==> src/rtl/uart_arb_pkg.sv <==
// Shared types and width helpers for the UART TX arbiter.
// Optional build macro: UART_ARB_FIXED_PRI_EN (fixed priority instead of round-robin).
package uart_arb_pkg;

  localparam int unsigned StateW = 2;

  // Defaults used by the top-level parameters.
  localparam int unsigned DefNumReq       = 4;
  localparam int unsigned DefDataW        = 8;
  localparam int unsigned DefStartTimeout = 64;
  localparam int unsigned DefGapCycles    = 0;

  typedef enum logic [StateW-1:0] {
    StIdle,
    StWaitBusy,
    StWaitDone,
    StGap
  } state_e;

  function automatic int unsigned max_u(input int unsigned a, input int unsigned b);
    return (a > b) ? a : b;
  endfunction

  // Counter must hold the larger of the timeout and gap limits without wrapping.
  function automatic int unsigned cnt_width(input int unsigned timeout, input int unsigned gap);
    return $clog2(max_u(timeout, gap) + 1);
  endfunction

  function automatic int unsigned id_width(input int unsigned num_req);
    return (num_req > 1) ? $clog2(num_req) : 1;
  endfunction

endpackage

==> src/rtl/uart_arb_pick.sv <==
// Combinational winner picker for the UART TX arbiter.
// Default: first asserted request searching upward from rr_ptr, wrapping.
// With UART_ARB_FIXED_PRI_EN defined: lowest asserted index wins and rr_ptr is absent.
module uart_arb_pick
  import uart_arb_pkg::*;
#(
  parameter int unsigned NUM_REQ = DefNumReq,
  localparam int unsigned IdW    = id_width(NUM_REQ)
) (
  input  logic [NUM_REQ-1:0] req_valid,
`ifndef UART_ARB_FIXED_PRI_EN
  input  logic [IdW-1:0]     rr_ptr,
`endif
  output logic [IdW-1:0]     winner,
  output logic               any_valid
);

  logic           found;
  logic [IdW-1:0] sel;
  int             idx;

  // Scan candidates in priority order and keep the first asserted one.
  always_comb begin
    winner = '0;
    found  = 1'b0;
    sel    = '0;
    idx    = 0;
    for (int k = 0; k < int'(NUM_REQ); k++) begin
`ifdef UART_ARB_FIXED_PRI_EN
      idx = k;
`else
      idx = int'(rr_ptr) + k;
      if (idx >= int'(NUM_REQ)) idx = idx - int'(NUM_REQ);
`endif
      sel = IdW'(idx);
      if (!found && req_valid[sel]) begin
        winner = sel;
        found  = 1'b1;
      end
    end
  end

  assign any_valid = |req_valid;

endmodule

==> src/rtl/uart_tx_arbiter.sv <==
// Shares one UART transmitter among NUM_REQ byte requesters. Each grant launches one
// byte with a one-cycle tx_start, then follows tx_busy until the frame ends, with an
// optional idle gap before the next grant and an abort if tx_busy never rises.
// Optional build macro: UART_ARB_FIXED_PRI_EN (fixed priority, no round-robin pointer).
module uart_tx_arbiter
  import uart_arb_pkg::*;
#(
  parameter int unsigned NUM_REQ       = DefNumReq,
  parameter int unsigned DATA_W        = DefDataW,
  parameter int unsigned START_TIMEOUT = DefStartTimeout,
  parameter int unsigned GAP_CYCLES    = DefGapCycles,
  localparam int unsigned IdW          = id_width(NUM_REQ),
  localparam int unsigned CntW         = cnt_width(START_TIMEOUT, GAP_CYCLES)
) (
  input  logic                      clk,
  input  logic                      rst,
  input  logic [NUM_REQ-1:0]        req_valid,
  input  logic [NUM_REQ*DATA_W-1:0] req_data,
  output logic [NUM_REQ-1:0]        req_ready,
  output logic                      tx_start,
  output logic [DATA_W-1:0]         tx_data,
  input  logic                      tx_busy,
  output logic [IdW-1:0]            grant_id,
  output logic                      active,
  output logic                      err_timeout
);

  // Counter value on the last allowed cycle; the next increment would reach the limit.
  localparam logic [CntW-1:0] TimeoutLast = CntW'(START_TIMEOUT - 1);
  localparam logic [CntW-1:0] GapLast     = CntW'((GAP_CYCLES > 0) ? GAP_CYCLES - 1 : 0);
  localparam logic [IdW-1:0]  LastId      = IdW'(NUM_REQ - 1);

  state_e          state;
  logic [CntW-1:0] cnt;
  logic [CntW-1:0] cnt_inc;
  logic [IdW-1:0]  winner;
  logic            any_valid;

`ifndef UART_ARB_FIXED_PRI_EN
  logic [IdW-1:0]  rr_ptr;
`endif

  // Saturating increment so the counter never wraps.
  assign cnt_inc = (cnt == '1) ? cnt : cnt + 1'b1;

  uart_arb_pick #(
    .NUM_REQ (NUM_REQ)
  ) u_pick (
    .req_valid (req_valid),
`ifndef UART_ARB_FIXED_PRI_EN
    .rr_ptr    (rr_ptr),
`endif
    .winner    (winner),
    .any_valid (any_valid)
  );

  // Arbitration FSM with registered strobes and status outputs.
  always_ff @(posedge clk) begin
    if (rst) begin
      state       <= StIdle;
      tx_start    <= 1'b0;
      tx_data     <= '0;
      req_ready   <= '0;
      grant_id    <= '0;
      active      <= 1'b0;
      err_timeout <= 1'b0;
      cnt         <= '0;
`ifndef UART_ARB_FIXED_PRI_EN
      rr_ptr      <= '0;
`endif
    end else begin
      tx_start    <= 1'b0;
      req_ready   <= '0;
      err_timeout <= 1'b0;
      unique case (state)
        StIdle: begin
          // A transmitter still busy (e.g. after a reset mid-frame) blocks new grants.
          if (any_valid && !tx_busy) begin
            tx_data   <= req_data[winner*DATA_W +: DATA_W];
            tx_start  <= 1'b1;
            req_ready <= NUM_REQ'(1) << winner;
            grant_id  <= winner;
            active    <= 1'b1;
            cnt       <= '0;
            state     <= StWaitBusy;
`ifndef UART_ARB_FIXED_PRI_EN
            rr_ptr    <= (winner == LastId) ? '0 : winner + 1'b1;
`endif
          end
        end
        StWaitBusy: begin
          if (tx_busy) begin
            state <= StWaitDone;
          end else if (cnt == TimeoutLast) begin
            // Byte is dropped; the pointer keeps its advanced value.
            err_timeout <= 1'b1;
            active      <= 1'b0;
            state       <= StIdle;
          end else begin
            cnt <= cnt_inc;
          end
        end
        StWaitDone: begin
          if (!tx_busy) begin
            cnt <= '0;
            if (GAP_CYCLES > 0) begin
              state <= StGap;
            end else begin
              active <= 1'b0;
              state  <= StIdle;
            end
          end
        end
        StGap: begin
          if (cnt == GapLast) begin
            active <= 1'b0;
            state  <= StIdle;
          end else begin
            cnt <= cnt_inc;
          end
        end
        default: state <= StIdle;
      endcase
    end
  end

endmodule

==> config.mk <==
export PLATFORM = sky130hd
export DESIGN_NAME = uart_tx_arbiter
export DESIGN_NICKNAME = d
export VERILOG_FILES = /design/src/rtl/uart_arb_pkg.sv /design/src/rtl/uart_arb_pick.sv /design/src/rtl/uart_tx_arbiter.sv
export SDC_FILE = /design/constraint.sdc
export NUM_CORES = 1
export LEC_CHECK = 0
export BUFFER_PORTS_ARGS = -buffer_cell sky130_fd_sc_hd__buf_2
export CORE_UTILIZATION = 35
export DETAILED_ROUTE_END_ITERATION = 16
export HOLD_SLACK_MARGIN = 0.15
export PLACE_DENSITY = 0.61
export SYNTH_ARGS = -nofsm -noshare
export SYNTH_HDL_FRONTEND = slang
export SYNTH_SLANG_ARGS = --single-unit
export TNS_END_PERCENT = 1
==> constraint.sdc <==
create_clock -name clk -period 2.95 [get_ports clk]
set_clock_uncertainty 0.2 [all_clocks]
set_input_delay 0.295 -clock clk [delete_from_list [all_inputs] [get_ports clk]]
set_output_delay 0.295 -clock clk [all_outputs]
set_load 0.01 [all_outputs]
== Yosys cells after proc, flatten, opt, wreduce, memory -nomap -nowiden ==
Cells that the tools add are included.

* Bitwise gates (word level): 3
* Add/sub/neg operators: 9
* Reduce and logical (&&, ||, !) cells: 18
* Equality and inequality tests: 14
* Mux-type cells: 41
* Shift operators: 2
* Magnitude comparators: 8

{| class="wikitable"
|+ Operator list
! kind !! count
|-
| $mux 7 || 6
|-
| $shiftx 32x6->8 || 1
|-
| $mux 2 || 14
|-
| $pmux 7 s4 || 1
|-
| $mux 1 || 14
|-
| $ne 2x2->1 const B || 7
|-
| $lt 2x3->1 const B || 4
|-
| $reduce_and 5->1 || 2
|-
| $ge 3x3->1 const B || 3
|-
| $bmux 1 s2 || 4
|-
| $pmux 2 s4 || 1
|-
| $sub 2x1->2 const B || 4
|-
| $add 7x1->7 const B || 1
|-
| $eq 7x6->1 const B || 1
|-
| $eq 7x7->1 const B || 1
|-
| $logic_not 7->1 || 1
|-
| $add 2x2->3 const B || 2
|-
| $eq 2x2->1 const B || 3
|-
| $reduce_or 3->1 || 2
|-
| $logic_and 1x1->1 || 4
|-
| $logic_not 1->1 || 4
|-
| $pmux 1 s4 || 1
|-
| $reduce_and 4->1 || 1
|-
| $reduce_or 4->1 || 1
|-
| other kinds (10) || 12
|}

* Register bits after elaboration: 28

== Depth between registers and ports, before layout ==
Gate-level depths: netlist of run 1.

* Word-level depth: 16
* Mapped depth: 7
* Gate-level depth less buffers: 6

== Hierarchy ==
Synthesis of run 1 repeated with hierarchy kept, for this count alone.

* Cell total of the unflattened synthesis: 187
* Area total of the unflattened synthesis: 1629.1 µm²

{| class="wikitable"
|+ By module, submodules not included
! module !! times used !! sequential area each (µm²) !! area each (µm²) !! cells an instance
|-
| uart_tx_arbiter || 1 || 560.5 || 1551.5 || 172
|-
| uart_arb_pick || 1 || 0.0 || 77.6 || 15
|}

== Worst setup path before layout of run 1 ==
OpenSTA, ideal clock, no wires.

* Kind: register -> register
* Start point: reg rr_ptr[0]
* End point: reg rr_ptr[0]
* Slack: 1.053 ns
* Setup time: 0.071 ns
* Cell stages (with the launch flop): 8
* Data arrival time: 1.626 ns
* Cells stage by stage: dfxtp_1 -> nand2b_1 -> nor2b_1 -> o22a_1 -> buf_2 -> ha_1 -> or3_1 -> a21oi_1

* Longest elaborated chain between the ends: 16
* Elaborated cells on any way between the ends: 39
* Those cells by class: add/sub: 8; order compare: 4; eq/ne: 1; mux: 20; reduce/logical: 6

{| class="wikitable"
|+ Ends and longest elaborated chain
! what !! RTL line !! source
|-
| start, declared || uart_tx_arbiter.sv:40 || <nowiki>logic [IdW-1:0] rr_ptr;</nowiki>
|-
| start signal, assigned || uart_tx_arbiter.sv:87 || <nowiki>rr_ptr <= (winner == LastId) ? '0 : winner + 1'b1;</nowiki>
|-
| parallel branches: the longest is 13 deep, another holds $add 2x1->3 || - ||
|-
| $mux 2 (*) || uart_arb_pick.sv:36 || <nowiki>if (!found && req_valid[sel]) begin</nowiki>
|-
| net u_pick.winner[1] || uart_arb_pick.sv:14 || <nowiki>output logic [IdW-1:0] winner,</nowiki>
|-
| $eq 2x2->1 (*) || uart_tx_arbiter.sv:87 ||
|-
| $mux 2 (*) || uart_tx_arbiter.sv:87 ||
|}

Mark *: on every way through the listed nets, which the timed path passes. The select of a mux whose other input is x is not followed.
A chain may end at the register's enable or synchronous reset.

== Worst setup path after layout of run 1 ==
* Start point: reg rr_ptr[0]
* End point: reg tx_data[0]

* Longest elaborated chain between the ends: 15
* Elaborated cells on any way between the ends: 37
* Those cells by class: add/sub: 7; order compare: 4; shift: 1; mux: 19; reduce/logical: 6

{| class="wikitable"
|+ Ends and longest elaborated chain
! what !! RTL line !! source
|-
| parallel branches: the longest is 13 deep, another holds $add 2x1->3 || - ||
|-
| $mux 2 (*) || uart_arb_pick.sv:36 ||
|-
| $shiftx 32x6->8 (*) || uart_tx_arbiter.sv:79 || <nowiki>tx_data <= req_data[winner*DATA_W +: DATA_W];</nowiki>
|-
| end signal, assigned || uart_tx_arbiter.sv:79 ||
|-
| end, declared || uart_tx_arbiter.sv:21 || <nowiki>output logic [DATA_W-1:0] tx_data,</nowiki>
|}

Mark *: on every way between the ends. The select of a mux whose other input is x is not followed.

==> results.sh, run 1 <==
export IMPL_cts_tree="built"
export IMPL_holdWs_ns=0.154
export IMPL_combPwrFrac_pct=26.2
export IMPL_power_w=0.00100
export IMPL_finalWirelength_um=3790
export IMPL_cts_sinks=28
export IMPL_die_area_um2=4530
export IMPL_yosys_warnings=0
export IMPL_clk_latency_ns=0.28
export IMPL_ant_nets=0
export IMPL_final_nets=283
export IMPL_slew_headroom_pct=61.4
export IMPL_critical_path_class="register to register"
export IMPL_hold_violations=0
export IMPL_power_density_nw_per_um2=465
export IMPL_seq_area_frac_synth_pct=37.6
export IMPL_root_buffer="clkbuf_8"
export IMPL_worstMarginPinSlew_ns=0.575
export IMPL_globalplace_congestion=0.775
export IMPL_synth_ff_latch_count=28
export IMPL_ys_flop_type="dfxtp_1"
export IMPL_gr_total_overflow=0
export IMPL_rsz0062_at_grt="no"
export IMPL_vias=1470
export IMPL_power_frac_clock_pct=31.3
export IMPL_cts_clk_slew_worst_paths_ns=0.11
export IMPL_cts_buffer_depth=2
export IMPL_detailed_place_area_um2=1810
export IMPL_coreArea_um2=4060
export IMPL_period_minus_slack_ns=2.83
export IMPL_max_freq_mhz=353
export IMPL_antenna_cells=0
export IMPL_start_kind="register"
export IMPL_wl_per_cell_um=13.1
export IMPL_row_count=23
export IMPL_drcViolationCount=0
export IMPL_finalMaxSlewViolations=0
export IMPL_drv_cap=0
export IMPL_num_fill_cells=348
export IMPL_antenna_found_initial=0
export IMPL_firstDrtPassIters=4
export IMPL_grt_max_degree=25
export IMPL_setup_violations=0
export IMPL_synth_cells=163
export IMPL_grt_first_pass_wirelength_um=6090
export IMPL_drtIter0Drc=106
export IMPL_switchingPower_w=0.000266
export IMPL_min_path_type="input port to register"
export IMPL_min_period_over_period_pct=96.1
export IMPL_die_y_um=67.3
export IMPL_avgViaCountPerCell=5.07
export IMPL_synth_area_um2=1490
export IMPL_drive_above_1_share_pct=30.4
export IMPL_synth_avg_cell_area_um2=9.15
export IMPL_synth_edf_count=0
export IMPL_power_internal_w=0.000735
export IMPL_htreeDepth=1
export IMPL_grt_pass1_vias=1331
export IMPL_status="complete, no violations"
export IMPL_sw_frac_of_total_pct=26.6
export IMPL_die_w_um=67.3
export IMPL_io_pins=56
export IMPL_area_growth_pct=44.2
export IMPL_place_detailed_hpwl_um=2390
export IMPL_power_frac_seq_pct=42.5
export IMPL_start_util_pct=36.8
export IMPL_port_buffers=55
export IMPL_peakVddDrop_v=0.000323
export IMPL_ys_types=37
export IMPL_crit_required_ns=2.93
export IMPL_grtUsageTotal_pct=17.6
export IMPL_critPathArrivalTime_ns=2.81
export IMPL_cp_end_kind="register"
export IMPL_async_reset_ff_share_pct=0
export IMPL_p_leak_nw=0.943
export IMPL_cts_buffers=3
export IMPL_cp_max_fo=11
export IMPL_setup_tns_ns=0
export IMPL_postSynthNetCount=205
export IMPL_final_area_um2=2150
[path summary, 6_finish.rpt]
path | startpoint | to | slack (ns) | depth (start not counted)
worst max-delay path | rr_ptr[0] | tx_data[0] | 0.12 | 8
worst min-delay path | req_data[13] | tx_data[5] | 0.15 | 3
worst min register to register | rr_ptr[0] | rr_ptr[0] | 0.28 | 2
worst max register to register | rr_ptr[0] | tx_data[0] | 0.12 | 8
[sequential cells by signal (all words and copies together), names as in the netlist]
signal,count
rr_ptr,2
req_ready,4
err_timeout,1
tx_start,1
cnt,7
state,2
tx_data,8
grant_id,2
active,1
[placed cells by master, fill, tap and decap left out, types with 2 or more instances in the layout]
cell type and instances:
ha_1 3, nor2_1 15, o21ai_0 4, clkbuf_8 3, nand2_1 7, a211oi_1 5, dfxtp_1 27, inv_1 8
nand3b_1 9, nand3_1 3, o221ai_1 8, and3_1 2, a21oi_1 8, nor2b_1 4, mux2i_1 18, nand2b_1 6
o32ai_1 3, buf_4 2, buf_2 55, a21o_1 2, dlygate4sd3_1 22, nor3_1 4
[critical path: stages, from the launching register on]
cell and delay [ns]:
dfxtp_2 0.35, nand2b_1 0.15, nor2b_1 0.14, o22a_2 0.25, buf_12 0.16, mux2i_2 0.18, dlygate4sd3_1 0.58, o221ai_1 0.13
dlygate4sd3_1 0.60
[repair_timing]
action	4_1_cts	5_1_grt
gates resized for setup	0	6
setup endpoints to repair	0	5
hold buffers	22	0
setup buffers	0	1
hold endpoints to repair	9	0
[per-layer routing]
layer / track usage [%] / share of wire (%) / vias to the layer above
li1: - / - / 752
met1: 22.8 / 46 / 666
met2: 29.3 / 47 / 50
met3: 5.41 / 6.4 / 2
met4: 2.39 / 0.45 / 0
met5: 0 / 0 / -
[through the flow]
| step | utilization [%] | cells | setup slack (ns) |
|---|---|---|---|
| 3_3_place_gp | 44.6 | 262 | 0.887 |
| 5_1_grt | 53.0 | 290 | 0.00475 |
| 4_1_cts | 51.7 | 288 | 0.0741 |
| 2_1_floorplan | - | 163 | 1.05 |
| 3_5_place_dp | 44.6 | 262 | 0.875 |
| 6_report | 53.0 | 290 | 0.116 |
[cell usage after synthesis, drive strengths merged, types with 2 or more instances]
library cell / instances / share of area [%]
nor2: 15 / 3.8
a21oi: 8 / 2.7
nor2b: 5 / 2.6
mux2i: 19 / 13
o21ai: 4 / 1.3
o32ai: 4 / 2.9
inv: 8 / 2.0
nor3: 4 / 1.3
buf: 5 / 1.7
nand2b: 6 / 2.5
dfxtp: 28 / 38
o221ai: 8 / 4.7
and3: 2 / 0.84
nand2: 7 / 1.8
a211oi: 5 / 2.5
ha: 3 / 2.5
clkbuf: 3 / 0.75
a21o: 2 / 1.0
nand3b: 10 / 5.3
nand3: 4 / 1.7
[power by group through the flow]
stage / clock [W] / sequential [W] / combinational, W
global placement: 0 / 0.000434 / 0.000198
finish: 0.000313 / 0.000426 / 0.000262
detailed placement: 0 / 0.000434 / 0.000198
floorplan: 0 / 0.000437 / 0.000124
global route: 0.000334 / 0.000430 / 0.000288
CTS: 0.000320 / 0.000425 / 0.000238
[cell families after synthesis]
kind of cell | share of synthesized area [%]
adders and majority gates | 2.52
and+or+nand+nor | 22.4
buffers and inverters | 4.45
muxes | 12.8
AOI/OAI and AO/OA | 20.3
DFF | 37.6
[layout make-up]
| class | count | area (um2) | area share (%) |
|---|---|---|---|
| timing repair buffer | 81 | 556 | 25.8 |
| multi-input combinational | 119 | 870 | 40.4 |
| inverter | 8 | 30.0 | 1.40 |
| clock buffer | 3 | 41.3 | 1.92 |
| sequential | 28 | 562 | 26.1 |
| tap | 50 | 62.6 | 2.91 |
| clock inverter | 1 | 30.0 | 1.40 |
No activity file was read; power rests on OpenSTA's default activity.
==> run 2: changes to the inputs <==
--- a/config.mk
+++ b/config.mk
@@ -6,9 +6,11 @@
 export NUM_CORES = 1
 export LEC_CHECK = 0
+export ABC_AREA = 1
 export BUFFER_PORTS_ARGS = -buffer_cell sky130_fd_sc_hd__buf_2
 export CORE_UTILIZATION = 35
 export DETAILED_ROUTE_END_ITERATION = 16
 export HOLD_SLACK_MARGIN = 0.15
-export PLACE_DENSITY = 0.61
+export PLACE_DENSITY = 0.59
+export RECOVER_POWER = 100
 export SYNTH_ARGS = -nofsm -noshare
 export SYNTH_HDL_FRONTEND = slang
--- a/constraint.sdc
+++ b/constraint.sdc
@@ -3,3 +3,3 @@
 set_input_delay 0.295 -clock clk [delete_from_list [all_inputs] [get_ports clk]]
 set_output_delay 0.295 -clock clk [all_outputs]
-set_load 0.01 [all_outputs]
+set_load 0.02 [all_outputs]
==> run 2 against run 1 <==
  * Die area increased by 25%
  * Via count increased by 32%
  * Area after synthesis increased by 26%
  * Combinational power increased to 3.5 times the previous value
  * Largest power group is now combinational logic
==> results.sh, run 2 <==
export IMPL_drtIter0Drc=120
export IMPL_synth_ff_latch_count=28
export IMPL_die_w_um=75.2
export IMPL_setup_tns_ns=0
export IMPL_yosysTopAreaCellShare_pct=29.9
export IMPL_cts_clk_slew_worst_paths_ns=0.10
export IMPL_firstDrtPassIters=5
export IMPL_crit_required_ns=2.92
export IMPL_synthXorXnorAreaFrac_pct=0.468
export IMPL_multiInputGateArea_um2=968
export IMPL_drv_cap=0
export IMPL_coreArea_um2=5140
export IMPL_p_leak_nw=1.21
export IMPL_die_y_um=75.2
export IMPL_cts_buffer_depth=2
export IMPL_synth_cells=302
export IMPL_grt_pass1_vias=1835
export IMPL_grtUsageTotal_pct=17.4
export IMPL_die_area_um2=5650
export IMPL_ys_flop_type="dfxtp_1"
export IMPL_slew_headroom_pct=54.4
export IMPL_grt_max_degree=20
export IMPL_grt_first_pass_wirelength_um=7730
export IMPL_avgViaCountPerCell=4.59
export IMPL_min_period_over_period_pct=88.1
export IMPL_gr_total_overflow=0
export IMPL_drive_above_1_share_pct=16.7
export IMPL_regArea_um2=561
export IMPL_area_growth_pct=18.8
export IMPL_io_pins=56
export IMPL_globalplace_congestion=0.846
export IMPL_critical_path_class="register to register"
export IMPL_synth_top_family_by_area="simple AND/OR/NAND/NOR gates"
export IMPL_cts_buffers=3
export IMPL_seq_area_frac_synth_pct=29.9
export IMPL_yosysMostFrequentCell="inv_1"
export IMPL_detailed_place_area_um2=2180
export IMPL_mostFrequentLayoutCells="65 x nand2_1, 64 x inv_1, 50 x nand3_1, 37 x buf_2, 33 x nor2_1"
export IMPL_regMostFlops="tx_data"
export IMPL_htreeDepth=1
export IMPL_antenna_found_initial=0
export IMPL_top_regs="tx_data: 8 flops, cnt: 7 flops, req_ready: 4 flops"
export IMPL_cts_setup_buffers=0
export IMPL_peakVddDrop_v=0.000252
export IMPL_postSynthNetCount=344
export IMPL_start_util_pct=36.4
export IMPL_wl_per_cell_um=10.5
export IMPL_ant_nets=0
export IMPL_power_density_nw_per_um2=769
export IMPL_drcViolationCount=0
export IMPL_setup_violations=0
export IMPL_final_area_um2=2230
export IMPL_status="complete, no violations"
export IMPL_port_buffers=55
export IMPL_start_kind="register"
export IMPL_finalWirelength_um=4460
export IMPL_synth_compound_area_share_pct=6.15
export IMPL_rsz0062_at_grt="no"
export IMPL_holdWs_ns=0.197
export IMPL_synth_simple_gate_area_share_pct=43.8
export IMPL_ys_types=34
export IMPL_max_freq_mhz=385
export IMPL_synth_mux_area_fraction_pct=0
export IMPL_synth_edf_count=0
export IMPL_largest_reg_flops=8
export IMPL_cp_end_kind="register"
export IMPL_cts_tree="built"
export IMPL_place_detailed_hpwl_um=3390
export IMPL_power_w=0.00171
export IMPL_worstMarginPinSlew_ns=0.677
export IMPL_final_nets=397
export IMPL_clk_latency_ns=0.28
export IMPL_vias=1945
export IMPL_finalMaxSlewViolations=0
export IMPL_synthAdderAreaFrac_pct=2.00
export IMPL_hold_violations=0
export IMPL_antenna_cells=0
export IMPL_layout_commonest_cell="nand2_1"
export IMPL_min_path_type="input port to register"
export IMPL_root_buffer="clkbuf_8"
export IMPL_period_minus_slack_ns=2.60
export IMPL_yosys_area_top_type="dfxtp_1"
export IMPL_row_count=26
export IMPL_synth_avg_cell_area_um2=6.20
export IMPL_synth_area_leaders="dfxtp_1 30%, nand3_1 13%, inv_1 13%, nand2_1 13%, nor2_1 6.4%"
export IMPL_critPathArrivalTime_ns=2.57
export IMPL_ys_top_cells_by_count="64 x inv_1, 63 x nand2_1, 50 x nand3_1"
export IMPL_synth_area_um2=1870
export IMPL_async_reset_ff_share_pct=0
export IMPL_yosys_warnings=0
export IMPL_num_fill_cells=596
export IMPL_cts_sinks=28
export IMPL_cp_max_fo=12
-- run 2: cell count changes after synthesis, sizes merged, moves of 5 or more --
cell / previous run / this run
o221ai: 8 / 0
inv: 8 / 68
nand2b: 6 / 1
nand3b: 10 / 2
mux2i: 19 / 0
nor2: 15 / 36
nor2b: 5 / 0
nand2: 7 / 70
nand3: 4 / 51
-- run 2: final cells by class --
cell class / instances / share of cell area, %
clock buffer: 3 / 1.85
clock inverter: 1 / 1.35
inverter: 68 / 11.7
multi-input combinational: 196 / 43.5
sequential: 28 / 25.2
tap: 70 / 3.93
timing repair buffer: 58 / 12.5
-- run 2: layer usage --
layer	vias up	track usage (%)	wire (um)
met1	854	21.2	2130
met5	-	0	0
met4	0	3.91	15
met2	55	31.5	2090
li1	1034	-	-
met3	2	3.35	224
-- run 2: cells by family after synthesis --
| kind of cell | after synthesis |
|---|---|
| adders and majority gates | 3 |
| AOI/OAI and AO/OA | 19 |
| and+or+nand+nor | 173 |
| xor gates and xnor gates | 1 |
| buffers and inverters | 78 |
| DFF | 28 |
-- run 2: worst paths after layout --
check               start    endpoint  slack [ns]  cells after the start
max reg2reg     rr_ptr[0]   rr_ptr[1]        0.35                     13
max             rr_ptr[0]   rr_ptr[1]        0.35                     13
min          req_data[15]  tx_data[7]        0.20                      7
min reg2reg        active      active        0.29                      2
-- run 2: power by group --
part | leakage, nW | switching [W] | internal, W | total (W)
Clock | 0.0357 | 0.000127 | 0.000182 | 0.000309
Combinational | 0.949 | 0.000621 | 0.000301 | 0.000922
Sequential | 0.230 | 0.0000471 | 0.000433 | 0.000480
Total | 1.21 | 0.000796 | 0.000915 | 0.00171
-- run 2: repair_timing --
action	CTS	global route
hold endpoints to repair	1	0
hold buffers	1	0
gates resized for setup	0	0
-- run 2: worst max-delay path, cell delays in order, from the launching register on --
cell     delay (ns)
dfxtp_1        0.59
inv_6          0.09
nand2_1        0.07
nand2_1        0.11
nand2_1        0.09
nand2_1        0.11
nor2_4         0.17
nand2_4        0.07
nor2_1         0.25
inv_2          0.06
nand3_2        0.20
ha_1           0.28
o21ai_0        0.15
a21oi_1        0.05
-- run 2: stage by stage --
| step | setup WS [ns] | utilization, % | instances |
|---|---|---|---|
| after floorplan | 0.860 | - | 302 |
| after global placement | 0.493 | 42.4 | 419 |
| after detailed placement | 0.449 | 42.4 | 419 |
| after CTS | 0.430 | 44.0 | 424 |
| after global routing | 0.117 | 43.3 | 424 |
| final | 0.352 | 43.3 | 424 |
==> run 3: changes to the inputs <==
Clock period 2.95 ns to 2.4 ns, I/O delays scaled along.
==> run 3 against run 2 <==
  * Register-to-register slack worse by 0.05 ns
  * Hold slack worse by 0.045 ns
  * Total power is 30% higher
  * Routed wire length down 3.1%
  * Utilization up 2.9 points
  * Sequential power is 24% higher
  * Worst setup slack got worse by 0.054 ns
  * First-iteration DRC count is 36% lower
  * Sequential share of layout area down 1.6 points
  * Critical path type unchanged
==> results.sh, run 3 (same netlist as run 2, synthesis figures left out) <==
export IMPL_status="complete, no violations"
export IMPL_min_period_over_period_pct=87.6
export IMPL_row_count=26
export IMPL_ant_nets=0
export IMPL_drcViolationCount=0
export IMPL_cts_tree="built"
export IMPL_power_w=0.00222
export IMPL_regMostFlops="tx_data"
export IMPL_globalplace_congestion=0.911
export IMPL_cp_end_kind="register"
export IMPL_antenna_cells=0
export IMPL_antenna_found_initial=0
export IMPL_gr_total_overflow=0
export IMPL_htreeDepth=1
export IMPL_crit_slowest_cell="dfxtp_1"
export IMPL_p_leak_nw=1.28
export IMPL_vias=1936
export IMPL_min_path_type="input port to register"
export IMPL_root_buffer="clkbuf_8"
export IMPL_peakVddDrop_v=0.000327
export IMPL_start_util_pct=36.4
export IMPL_die_y_um=75.2
export IMPL_drv_cap=0
export IMPL_firstDrtPassIters=4
export IMPL_layout_commonest_cell="inv_1"
export IMPL_finalMaxSlewViolations=0
export IMPL_setup_tns_ns=0
export IMPL_worstMarginPinSlew_ns=0.350
export IMPL_grt_max_degree=19
export IMPL_place_detailed_hpwl_um=3280
export IMPL_area_growth_pct=26.9
export IMPL_coreArea_um2=5140
export IMPL_critPathArrivalTime_ns=2.07
export IMPL_hold_violations=0
export IMPL_cts_buffers=3
export IMPL_final_nets=412
export IMPL_path_buf_inv=1
export IMPL_cp_max_fo=6
export IMPL_largest_reg_flops=8
export IMPL_cts_sinks=28
export IMPL_finalWirelength_um=4320
export IMPL_port_buffers=55
export IMPL_holdWs_ns=0.152
export IMPL_max_freq_mhz=476
export IMPL_cts_clk_slew_worst_paths_ns=0.10
export IMPL_cp_common_cell="nand2_2"
export IMPL_grt_pass1_vias=1777
export IMPL_die_w_um=75.2
export IMPL_critical_path_class="register to register"
export IMPL_grt_first_pass_wirelength_um=7380
export IMPL_detailed_place_area_um2=2240
export IMPL_drtIter0Drc=77
export IMPL_dp_cells=425
export IMPL_layoutNonFillerInstCount=439
export IMPL_cp_cell_sequence="inv_2 -> nand2_2 -> nand2_2 -> nand2_1 -> nand2_2 -> nor2_4 -> nand2_4 -> nand2_4 -> nand2_2 -> ha_1 -> o21ai_0 -> a21oi_1"
export IMPL_setup_violations=0
export IMPL_slowest_delay_ns=0.47
export IMPL_io_pins=56
export IMPL_cts_setup_buffers=0
export IMPL_mostFrequentLayoutCells="64 x inv_1, 63 x nand2_1, 50 x nand3_1, 37 x buf_2, 33 x nor2_1"
export IMPL_final_area_um2=2380
export IMPL_start_kind="register"
export IMPL_top_regs="tx_data: 8 flops, cnt: 7 flops, req_ready: 4 flops"
export IMPL_rsz0062_at_grt="no"
export IMPL_drive_above_1_share_pct=17.9
export IMPL_cts_buffer_depth=2
export IMPL_period_minus_slack_ns=2.10
export IMPL_wl_per_cell_um=9.84
export IMPL_crit_family="simple AND/OR/NAND/NOR gates"
export IMPL_grtUsageTotal_pct=16.9
export IMPL_avgViaCountPerCell=4.41
export IMPL_slew_headroom_pct=76.6
export IMPL_clk_latency_ns=0.28
export IMPL_die_area_um2=5650
export IMPL_crit_required_ns=2.37
export IMPL_power_density_nw_per_um2=936
==> run 3: through the flow <==
stage / worst slack, ns / util, %
2_1_floorplan: 0.310 / -
3_3_place_gp: 0.202 / 43.5
3_5_place_dp: 0.160 / 43.5
4_1_cts: 0.137 / 46.9
5_1_grt: 0.0886 / 46.3
6_report: 0.298 / 46.3
==> run 3: final timing paths <==
kind	from	depth (start not counted)	slack, ns	endpoint
setup / recovery	rr_ptr[1]	12	0.30	rr_ptr[1]
hold reg to reg	grant_id[1]	2	0.29	grant_id[1]
hold / removal	req_data[29]	7	0.15	tx_data[5]
setup reg to reg	rr_ptr[1]	12	0.30	rr_ptr[1]
==> run 3: area by class of cell <==
class / count / area (um2)
fill: 578 / 2760
multi-input combinational: 196 / 978
sequential: 28 / 562
timing repair buffer: 73 / 418
inverter: 68 / 260
tap: 70 / 87.6
clock buffer: 3 / 41.3
clock inverter: 1 / 30.0
==> run 3: routing by layer <==
| metal | wire [um] | GRT usage [%] | up-vias |
|---|---|---|---|
| li1 | - | - | 1069 |
| met1 | 2040 | 21.0 | 814 |
| met2 | 2060 | 31.2 | 48 |
| met3 | 181 | 2.41 | 5 |
| met4 | 33 | 3.09 | 0 |
| met5 | 0 | 0 | - |
==> run 3: power by group <==
group / switching [W] / leakage (nW) / internal [W]
logic: 0.000778 / 1.01 / 0.000475
registers: 0.0000612 / 0.230 / 0.000534
clock network: 0.000152 / 0.0357 / 0.000224
==> run 3: timing repair <==
action | 4_1_cts | 5_1_grt
resized for setup | 0 | 1
endpoints found under the setup margin | 0 | 7
endpoints found under the hold margin | 8 | 0
hold buffers | 10 | 0
==> run 3: worst reg2reg max path, stage by stage (launching register included) <==
cell and delay [ns]:
dfxtp_1 0.47, inv_2 0.11, nand2_2 0.07, nand2_2 0.06, nand2_1 0.07, nand2_2 0.08, nor2_4 0.16, nand2_4 0.09
nand2_4 0.08, nand2_2 0.10, ha_1 0.30, o21ai_0 0.15, a21oi_1 0.05
